<file path="config.mk">
export PLATFORM = sky130hd
export DESIGN_NAME = pipe_stage_skid
export DESIGN_NICKNAME = d
export VERILOG_FILES = /design/src/rtl/pipe_stage_skid.sv
export SDC_FILE = /design/constraint.sdc
export NUM_CORES = 1
export LEC_CHECK = 0
export ABC_AREA = 1
export BUFFER_PORTS_ARGS = -buffer_cell sky130_fd_sc_hd__buf_2
export CORE_UTILIZATION = 45
export DETAILED_ROUTE_END_ITERATION = 10
export PLACE_DENSITY = 0.7
export SLEW_MARGIN = 20
export SYNTH_ARGS = -nofsm -noshare
export SYNTH_HDL_FRONTEND = slang
export SYNTH_SLANG_ARGS = --single-unit
export TNS_END_PERCENT = 20
</file>
<file path="constraint.sdc">
create_clock -name clk -period 1.3 [get_ports clk]
set_input_delay 0.26 -clock clk [delete_from_list [all_inputs] [get_ports clk]]
set_output_delay 0.26 -clock clk [all_outputs]
set_load 0.01 [all_outputs]
</file>
<file path="src/rtl/pipe_stage_skid.sv">
// pipe_stage_skid
// ---------------------------------------------------------------------------
// Purpose: parametrised valid/ready pipeline register between two stages
// (e.g. idecode -> execute). A 2-entry skid buffer (main + skid) keeps
// in_ready driven straight from a flop, so the upstream stage never sees a
// combinational path from out_ready. A synchronous flush squashes everything
// held, and an empty stage can present a nop payload (RESET_VAL).
//
// Ports:
//   clk        in   rising-edge clock
//   resetn     in   asynchronous active-low reset
//   in_valid   in   upstream payload valid
//   in_ready   out  stage can accept (registered, 0 only when both entries full)
//   in_data    in   upstream payload [DATA_W-1:0]
//   out_valid  out  main entry holds a valid payload
//   out_ready  in   downstream accepts this cycle
//   out_data   out  main entry payload [DATA_W-1:0]
//   flush      in   synchronous squash of all held entries
//   count      out  number of valid entries held (0..2)
//
// Optional statistics (define PIPE_STAGE_STAT_EN):
//   clr_stat   in   synchronous clear of both counters
//   stall_cnt  out  cycles with out_valid=1 and out_ready=0 (saturating)
//   bubble_cnt out  cycles with out_valid=0 and out_ready=1 (saturating)
// ---------------------------------------------------------------------------
module pipe_stage_skid #(
  parameter int unsigned          DATA_W         = 32,
  parameter logic [DATA_W-1:0]    RESET_VAL      = {DATA_W{1'b0}},
  parameter bit                   CLEAR_ON_EMPTY = 1'b1
) (
  input  logic              clk,
  input  logic              resetn,
  input  logic              in_valid,
  output logic              in_ready,
  input  logic [DATA_W-1:0] in_data,
  output logic              out_valid,
  input  logic              out_ready,
  output logic [DATA_W-1:0] out_data,
  input  logic              flush,
`ifdef PIPE_STAGE_STAT_EN
  input  logic              clr_stat,
  output logic [31:0]       stall_cnt,
  output logic [31:0]       bubble_cnt,
`endif
  output logic [1:0]        count
);

  typedef enum logic [1:0] {
    ST_EMPTY = 2'd0,
    ST_HALF  = 2'd1,
    ST_FULL  = 2'd2
  } state_t;

  state_t              r_state;
  logic [DATA_W-1:0]   r_main;
  logic [DATA_W-1:0]   r_skid;
  logic                r_in_ready;
  logic                r_out_valid;
  logic [1:0]          r_count;

  logic                w_accept;
  logic                w_pop;
  logic [DATA_W-1:0]   w_empty_val;

  // Handshake decode and the value main takes when the stage drains.
  always_comb begin
    w_accept    = in_valid & r_in_ready;
    w_pop       = r_out_valid & out_ready;
    w_empty_val = r_main;
    if (CLEAR_ON_EMPTY) begin
      w_empty_val = RESET_VAL;
    end else begin
      w_empty_val = r_main;
    end
  end

  // Skid-buffer FSM; in_ready/out_valid/count are flops updated with the state.
  always_ff @(posedge clk or negedge resetn) begin
    if (!resetn) begin
      r_state     <= ST_EMPTY;
      r_main      <= RESET_VAL;
      r_skid      <= RESET_VAL;
      r_in_ready  <= 1'b1;
      r_out_valid <= 1'b0;
      r_count     <= 2'd0;
    end else if (flush) begin
      // Squash: any same-cycle accept or pop is dropped.
      r_state     <= ST_EMPTY;
      r_main      <= RESET_VAL;
      r_skid      <= RESET_VAL;
      r_in_ready  <= 1'b1;
      r_out_valid <= 1'b0;
      r_count     <= 2'd0;
    end else begin
      case (r_state)
        ST_EMPTY: begin
          if (w_accept) begin
            r_state     <= ST_HALF;
            r_main      <= in_data;
            r_out_valid <= 1'b1;
            r_count     <= 2'd1;
          end else begin
            r_state     <= ST_EMPTY;
          end
        end
        ST_HALF: begin
          if (w_accept && w_pop) begin
            r_main      <= in_data;
          end else if (w_accept) begin
            // Downstream stalled: park the new item behind main.
            r_state     <= ST_FULL;
            r_skid      <= in_data;
            r_in_ready  <= 1'b0;
            r_count     <= 2'd2;
          end else if (w_pop) begin
            r_state     <= ST_EMPTY;
            r_main      <= w_empty_val;
            r_out_valid <= 1'b0;
            r_count     <= 2'd0;
          end else begin
            r_state     <= ST_HALF;
          end
        end
        ST_FULL: begin
          // in_ready is low here, so no accept can occur.
          if (w_pop) begin
            r_state     <= ST_HALF;
            r_main      <= r_skid;
            r_in_ready  <= 1'b1;
            r_count     <= 2'd1;
          end else begin
            r_state     <= ST_FULL;
          end
        end
        default: begin
          r_state     <= ST_EMPTY;
          r_main      <= RESET_VAL;
          r_skid      <= RESET_VAL;
          r_in_ready  <= 1'b1;
          r_out_valid <= 1'b0;
          r_count     <= 2'd0;
        end
      endcase
    end
  end

  assign in_ready  = r_in_ready;
  assign out_valid = r_out_valid;
  assign out_data  = r_main;
  assign count     = r_count;

`ifdef PIPE_STAGE_STAT_EN
  logic [31:0] r_stall_cnt;
  logic [31:0] r_bubble_cnt;

  // Saturating stall/bubble counters; flush leaves them alone.
  always_ff @(posedge clk or negedge resetn) begin
    if (!resetn) begin
      r_stall_cnt  <= 32'd0;
      r_bubble_cnt <= 32'd0;
    end else if (clr_stat) begin
      r_stall_cnt  <= 32'd0;
      r_bubble_cnt <= 32'd0;
    end else begin
      if (r_out_valid && !out_ready && (r_stall_cnt != 32'hFFFF_FFFF)) begin
        r_stall_cnt <= r_stall_cnt + 32'd1;
      end else begin
        r_stall_cnt <= r_stall_cnt;
      end
      if (!r_out_valid && out_ready && (r_bubble_cnt != 32'hFFFF_FFFF)) begin
        r_bubble_cnt <= r_bubble_cnt + 32'd1;
      end else begin
        r_bubble_cnt <= r_bubble_cnt;
      end
    end
  end

  assign stall_cnt  = r_stall_cnt;
  assign bubble_cnt = r_bubble_cnt;
`endif

endmodule

</file>
==> results by group, run 1 <==
Timing
  • Slew @ Worst Pin: 0.413 ns
  • Total negative setup slack: -12.18 ns
  • Rel. slew slack: 72.4%
  • Clock Skews: 0.00850 ns
  • Max Fclk: 0.642 GHz
  • PnR worst setup slack: -0.257 ns
  • Max-slew violations: 0
  • Minimum clock period: 1.56 ns
  • RSZ-0062 raised after global routing: yes
  • Final period utilization: 120%
  • Final hold vios: 0
  • Final setup viols: 71

Yosys
  • Post-Synthesis Cells: 475
  • Synth top area share: 47.0%
  • Syn Std Cell Area: 3680 um2
  • Ys Warns: 0
  • Dominant cell type by area after synthesis: dfrtp_1
  • Post-synth top flop: dfrtp_1
  • Synth Register Bits: 70
  • Synth cell types: 26
  • Synth cell count leaders: nand2_1, dfrtp_1, nand3_1
  • Most area-consuming cells after synthesis: dfrtp_1, nand2_1, nand3_1
  • Number of synthesized flops with an enable pin: 0
  • Post-Syn Area per Cell: 7.74 um2
  • Post-Syn Nets: 512
  • Most common cell in the netlist: nand2_1
  • Asr flop ratio synth: 100%
  • Seq/Total Area, Yosys: 47.7%

Pwr
  • Sw Pwr: 0.00430 W
  • Leak pwr: 2.78 nW
  • Pwr dens: 1990 nW/um2
  • VDD IR max: 950 uV
  • Flop pwr share: 32.2%
  • Clock power share: 18.4%
  • Combinational Power Share: 49.4%
  • Power Internal: 0.00592 W
  • Switching power share of the total: 42.1%

Global routing
  • GR Util All Layers: 25.8%
  • Vias in the first global route: 3545
  • Total gr overflow: 0
  • Global-route wire length before repair: 17200 um
  • Pin count of the biggest net entering global routing: 35
  • Antenna violations before repair: 0

Clocking
  • Clock-pin slew on the worst setup and hold paths: 0.08 ns
  • Clock Path Buffers: 2
  • Clock H-tree levels: 3
  • Clock sinks: 70
  • CTS Root Cell: clkbuf_8
  • Worst-Skew Late Latency: 0.34 ns
  • TritonCTS clock tree: done
  • CTS buffer count: 9

Final layout
  • Synth-to-layout area growth: 39.7%
  • Nets: 619
  • FF+latch area: 1760 um2
  • Fillers: 651
  • Share of cells above drive strength 1: 42.8%
  • Multi-input gate area: 2020 um2
  • Finished Layout Cells: 689
  • Diodes inserted: 0

Floorplan
  • I/O pins: 73
  • Chip height: 92.4 um
  • Die width: 92.4 um
  • Die ar.: 8530 um2
  • Row Count: 32
  • Core Footprint: 7810 um2
  • Starting Density: 47.1%

Status
  • Failing checks: negative setup slack
  • Status: finished with violations

Route
  • Drt wl/cell: 16.3 um
  • Antenna Nets Post-Route: 0
  • Drt pass-1 iters: 5
  • DRT iter0 DRCs: 330
  • Via Count: 3693
  • Routed wire length: 11200 um
  • # DRC: 0
  • Vias per cell: 5.36

Worst setup path
  • CP arrival: 1.83 ns
  • Setup CP Type: register to register
  • Crit start category: register
  • Origin of the worst setup path: in_ready$_DFFE_PN1P_
  • Critical path endpoint category: register
  • CP required: 1.57 ns
  • Reg-to-Reg Start: in_ready$_DFFE_PN1P_
  • Crit-path max FO: 16

Placed design
  • HPWL Detailed: 6040 um
  • Placer Congestion: 0.845
  • PortBufs: 72
  • Placed cells: 647

Worst hold path
  • Worst Hold Class: input pin to register
  • Hold path startpoint: in_data[7]

Run
  • Max Cap Violations: 0
final cells by class:
cell class                      count  area share [%]
Multi-Input combinational cell    369            39.4
Sequential cell                    70            34.2
Timing Repair Buffer              122            19.0
Clock buffer                       11            2.95
Tap cell                          102            2.49
Clock inverter                      5            1.12
Inverter                           10           0.780
routing by layer:
metal  part of all wire (%)  wire (um)  vias up  GRT usage (%)
met3                    7.6        856       30           4.19
met5                      0          0        -              0
li1                       -          -     1736              -
met2                     49       5540      178           42.5
met1                     40       4540     1749           33.5
met4                    2.5        284        0           11.5
worst max-delay path, cell delays in order (launching register included):
cell and delay (ns):
dfstp_2 0.56, nand2_4 0.05, buf_6 0.13, nor2_4 0.18, nand2_2 0.11, inv_4 0.11, buf_12 0.16, nand2_1 0.08
nand2_1 0.09
flip-flops by register name, indices dropped and copies added, names as in the netlist:
signal and count:
out_data 32, in_ready 1, r_skid 32, count 2, out_valid 1, r_state 2
logic make-up (layout without fill, tap and decap cells):
logic type             Yosys count  count (layout)  synth area share (%)
AND/OR/NAND/NOR                330             332                  40.4
flip-flops                      70              70                  47.7
buffers and inverters           38             148                  6.88
AO/OA/AOI/OAI                   37              37                  5.07
final timing paths:
| path | to | slack [ns] | cells past startpoint |
|---|---|---|---|
| worst min register to register | out_data[16]$_DFFE_PN0P_ | 0.48 | 2 |
| worst max-delay path | r_skid[17]$_DFFE_PN0P_ | -0.26 | 8 |
| min in group asynchronous | count[0]$_DFFE_PN0P_ | 0.36 | 2 |
| worst max register to register | r_skid[17]$_DFFE_PN0P_ | -0.26 | 8 |
| max in group asynchronous | r_skid[14]$_DFFE_PN0P_ | 0.41 | 3 |
| worst min-delay path | r_skid[7]$_DFFE_PN0P_ | 0.14 | 3 |
through the flow:
| stage | setup WS, ns | total power (W) | instance area, um2 | hold WS, ns | util [%] |
|---|---|---|---|---|---|
| after global placement | -0.346 | 0.00712 | 4250 | 0.195 | 54.4 |
| final | -0.257 | 0.0102 | 5130 | 0.144 | 65.8 |
| after detailed placement | -0.412 | 0.00722 | 4250 | 0.195 | 54.4 |
| after floorplan | -0.0368 | 0.00597 | 3710 | -0.0356 | - |
| after global routing | -0.318 | 0.0108 | 5130 | 0.147 | 65.8 |
| after CTS | -0.219 | 0.00953 | 4730 | 0.137 | 60.6 |
power by group through the flow:
stage	logic [W]	registers (W)	clock network, W
floorplan	0.00243	0.00354	0
global placement	0.00383	0.00328	0
detailed placement	0.00391	0.00331	0
CTS	0.00439	0.00327	0.00187
global route	0.00546	0.00338	0.00198
finish	0.00505	0.00329	0.00188
cells in the final DEF (no fill, tap or decap), types with 2 or more instances in the layout:
cell type,n
buf_6,11
nand2_1,195
nand2_4,5
clkinvlp_4,3
inv_1,6
buf_2,70
buf_4,26
o21ai_2,12
nor2_1,6
clkbuf_16,2
dfrtp_2,2
nor2_4,8
nand2_2,42
nor2_2,2
inv_2,3
nand3_2,30
o21ai_1,4
buf_12,11
clkbuf_8,11
dfrtp_1,67
nand3_4,6
nand3_1,35
o21ai_0,19
timing repair:
item	in CTS	in global routing
gates resized for setup	22	68
hold buffers	1	0
endpoints found under the hold margin	20	0
pin swaps	4	18
buffers inserted	10	11
endpoints found under the setup margin	71	72
cloned	4	2
(Power assumes the default switching activity.)
==> inputs of run 2 (changes only) <==
--- a/config.mk
+++ b/config.mk
@@ -7,6 +7,7 @@
 export LEC_CHECK = 0
 export ABC_AREA = 1
 export BUFFER_PORTS_ARGS = -buffer_cell sky130_fd_sc_hd__buf_2
+export CORE_MARGIN = 4
 export CORE_UTILIZATION = 45
 export DETAILED_ROUTE_END_ITERATION = 10
 export PLACE_DENSITY = 0.7
==> run 2 against run 1 <==
The run still ends with negative setup slack left. Fmax up 0.64%. Hold slack worse by 0.0012 ns. Critical path depth unchanged. Sequential share of layout area up 0.29 points. Power up 3.7%. First-iteration DRC count down 34%. Highest routed layer unchanged.
==> results by group, run 2 (synthesis gave the netlist of run 1 again) <==
Status
  • Status: finished with violations
  • Failing checks: negative setup slack

Route
  • Routed wire length: 10800 um (-3.9%)
  • Antenna Nets Post-Route: 0 (unchanged)
  • DRT iter0 DRCs: 218 (-34%)
  • Drt wl/cell: 15.6 um (-3.9%)
  • Drt pass-1 iters: 4 (-1)
  • # DRC: 0 (unchanged)
  • Via Count: 3572 (-3.3%)
  • Vias per cell: 5.18 (-3.3%)

Timing
  • Max Fclk: 0.647 GHz (+0.64%)
  • Final period utilization: 119% (-0.76 points)
  • RSZ-0062 raised after global routing: yes
  • PnR worst setup slack: -0.247 ns (+0.00985 ns)
  • Clock Skews: 0.00763 ns (-0.000871 ns)
  • Rel. slew slack: 71.5% (-0.91 points)
  • Slew @ Worst Pin: 0.427 ns (+0.0137 ns)
  • Final hold vios: 0 (unchanged)
  • Final setup viols: 71 (unchanged)
  • Max-slew violations: 0 (unchanged)
  • Minimum clock period: 1.55 ns (-0.00985 ns)

Worst setup path
  • CP peak stage delay: 0.56 ns (about the same)
  • Cell chain of the critical path: nand2_4 -> buf_6 -> nor2_4 -> buf_6 -> nor2_4 -> buf_12 -> o21ai_1 -> nand2_1
  • R2R depth: 8 (unchanged)
  • R2R setup slack: -0.25 ns (about the same)
  • Crit path max-delay family: flip-flops
  • Critical path endpoint category: register
  • CP required: 1.53 ns (-0.04 ns)
  • RR Endpoint: r_skid[12]$_DFFE_PN0P_
  • Crit start category: register
  • Setup CP Type: register to register
  • Crit-path max FO: 11 (-5)
  • CP arrival: 1.78 ns (-0.05 ns)
  • Reg-to-Reg Start: in_ready$_DFFE_PN1P_
  • Critical-path top delay cell: dfstp_2
  • Worst Path Buf+Inv: 3 (unchanged)

Global routing
  • Antenna violations before repair: 0 (unchanged)
  • Gr busiest metal: met2
  • Met2 GRT Util: 33.9% (-8.7 points)
  • Total gr overflow: 0 (unchanged)
  • Grt met1 use: 29.8% (-3.7 points)
  • Global-route wire length before repair: 16900 um (-1.6%)
  • Vias in the first global route: 3363 (-5.1%)
  • Pin count of the biggest net entering global routing: 71 (+100%)
  • GR Util All Layers: 21.6% (-4.2 points)
  • Met3 GRT Util: 3.71% (-0.47 points)

Final layout
  • Fillers: 663 (+1.8%)
  • Commonest non-fill, non-tap cell in the layout: nand2_1
  • Nets: 619 (unchanged)
  • Synth-to-layout area growth: 38.5%
  • Multi-input gate area: 1890 um2 (-6.9%)
  • FF+latch area: 1760 um2 (unchanged)
  • Most frequent cells in the layout: nand2_1, buf_2, dfrtp_1
  • Share of cells above drive strength 1: 38.0% (-4.8 points)
  • Diodes inserted: 0 (unchanged)
  • Final design utilization: 64.9% (-0.88 points)

Worst hold path
  • Worst Hold Class: input pin to register
  • Worst Hold End: r_skid[17]$_DFFE_PN0P_
  • Hold path startpoint: in_data[17]
  • Worst hold path stage count: 3 (unchanged)

Clocking
  • Clock sinks: 70 (unchanged)
  • CTS Root Cell: clkbuf_8
  • Worst-Skew Late Latency: 0.35 ns (about the same)
  • CTS buffer count: 9 (unchanged)
  • Clock H-tree levels: 3 (unchanged)
  • TritonCTS clock tree: done
  • Clock Path Buffers: 2 (unchanged)
  • Clock-pin slew on the worst setup and hold paths: 0.07 ns (about the same)

Floorplan
  • Starting Density: 46.8% (-0.24 points)
  • Die ar.: 9680 um2 (+13%)
  • Row Count: 32 (unchanged)
  • I/O pins: 73 (unchanged)
  • Chip height: 98.4 um (+6.5%)
  • Die width: 98.4 um (+6.5%)
  • Core Footprint: 7850 um2 (+0.51%)

Run
  • Max Cap Violations: 0 (unchanged)

Placed design
  • Dpl ws: -0.413 ns (-0.00101 ns)
  • Placer Congestion: 0.885 (+4.7%)
  • PortBufs: 72 (unchanged)
  • HPWL Detailed: 5950 um (-1.4%)

Pwr
  • VDD IR max: 1010 uV (+6.6%)
  • Leak pwr: 2.75 nW (-1.2%)
  • Pwr dens: 2080 nW/um2 (+4.6%)
==> run 2: metal layers <==
layer | up-vias | share of wire (%)
li1 | 1735 | -
met1 | 1669 | 43
met2 | 144 | 48
met3 | 24 | 6.9
met4 | 0 | 2.0
met5 | - | 0
==> run 2: worst max-delay path by stage <==
| stage | startpoint | end | slack [ns] | depth (start not counted) |
|---|---|---|---|---|
| final | in_ready$_DFFE_PN1P_ | r_skid[12]$_DFFE_PN0P_ | -0.25 | 8 |
| after global routing | out_valid$_DFFE_PN0P_ | r_skid[6]$_DFFE_PN0P_ | -0.29 | 8 |
| after CTS | in_ready$_DFFE_PN1P_ | r_skid[20]$_DFFE_PN0P_ | -0.21 | 8 |
| after detailed placement | r_state[0]$_DFFE_PN0P_ | r_skid[22]$_DFFE_PN0P_ | -0.41 | 5 |
| after global placement | r_state[0]$_DFFE_PN0P_ | r_skid[14]$_DFFE_PN0P_ | -0.34 | 5 |
| after floorplan | in_ready$_DFFE_PN1P_ | out_data[10]$_DFFE_PN0P_ | -0.04 | 7 |
==> run 2: tightest hold or removal path: cells and delay by family <==
family	cells	cell delay, ns
buffers and inverters	1	0.10
and+or+nand+nor	2	0.10
==> run 2: where the power goes <==
part	switching, W	leakage (nW)	internal [W]	total (W)
clock network	0.000864	0.130	0.00138	0.00225
registers	0.000374	0.933	0.00288	0.00326
logic	0.00296	1.69	0.00214	0.00510
total	0.00419	2.75	0.00641	0.0106
==> run 2: layout make-up <==
cell class                      instances  share of cell area, %
Inverter                               10                  0.934
Clock buffer                           11                   2.97
Sequential cell                        70                   34.5
Multi-Input combinational cell        370                   37.0
Clock inverter                          5                   2.04
Tap cell                              102                   2.51
Timing Repair Buffer                  121                   20.0
==> run 2: timing repair <==
action	4_1_cts	5_1_grt
endpoints found under the hold margin	69	0
setup endpoints to repair	71	71
hold buffers	1	0
cloned	6	2
pin swaps	7	15
setup buffers	14	8
resized for setup	33	49
==> run 2: metrics by stage <==
step / power, W / TNS [ns] / hold WS, ns / cells / instance area (um2)
6_report: 0.0106 / -12.01 / 0.143 / 689 / 5090
5_1_grt: 0.0113 / -16.26 / 0.151 / 689 / 5090
4_1_cts: 0.0101 / -10.81 / 0.139 / 680 / 4810
3_5_place_dp: 0.00725 / -21.49 / 0.299 / 643 / 4230
3_3_place_gp: 0.00717 / -18.70 / 0.298 / 643 / 4230
2_1_floorplan: 0.00597 / -1.10 / -0.0356 / 475 / 3710
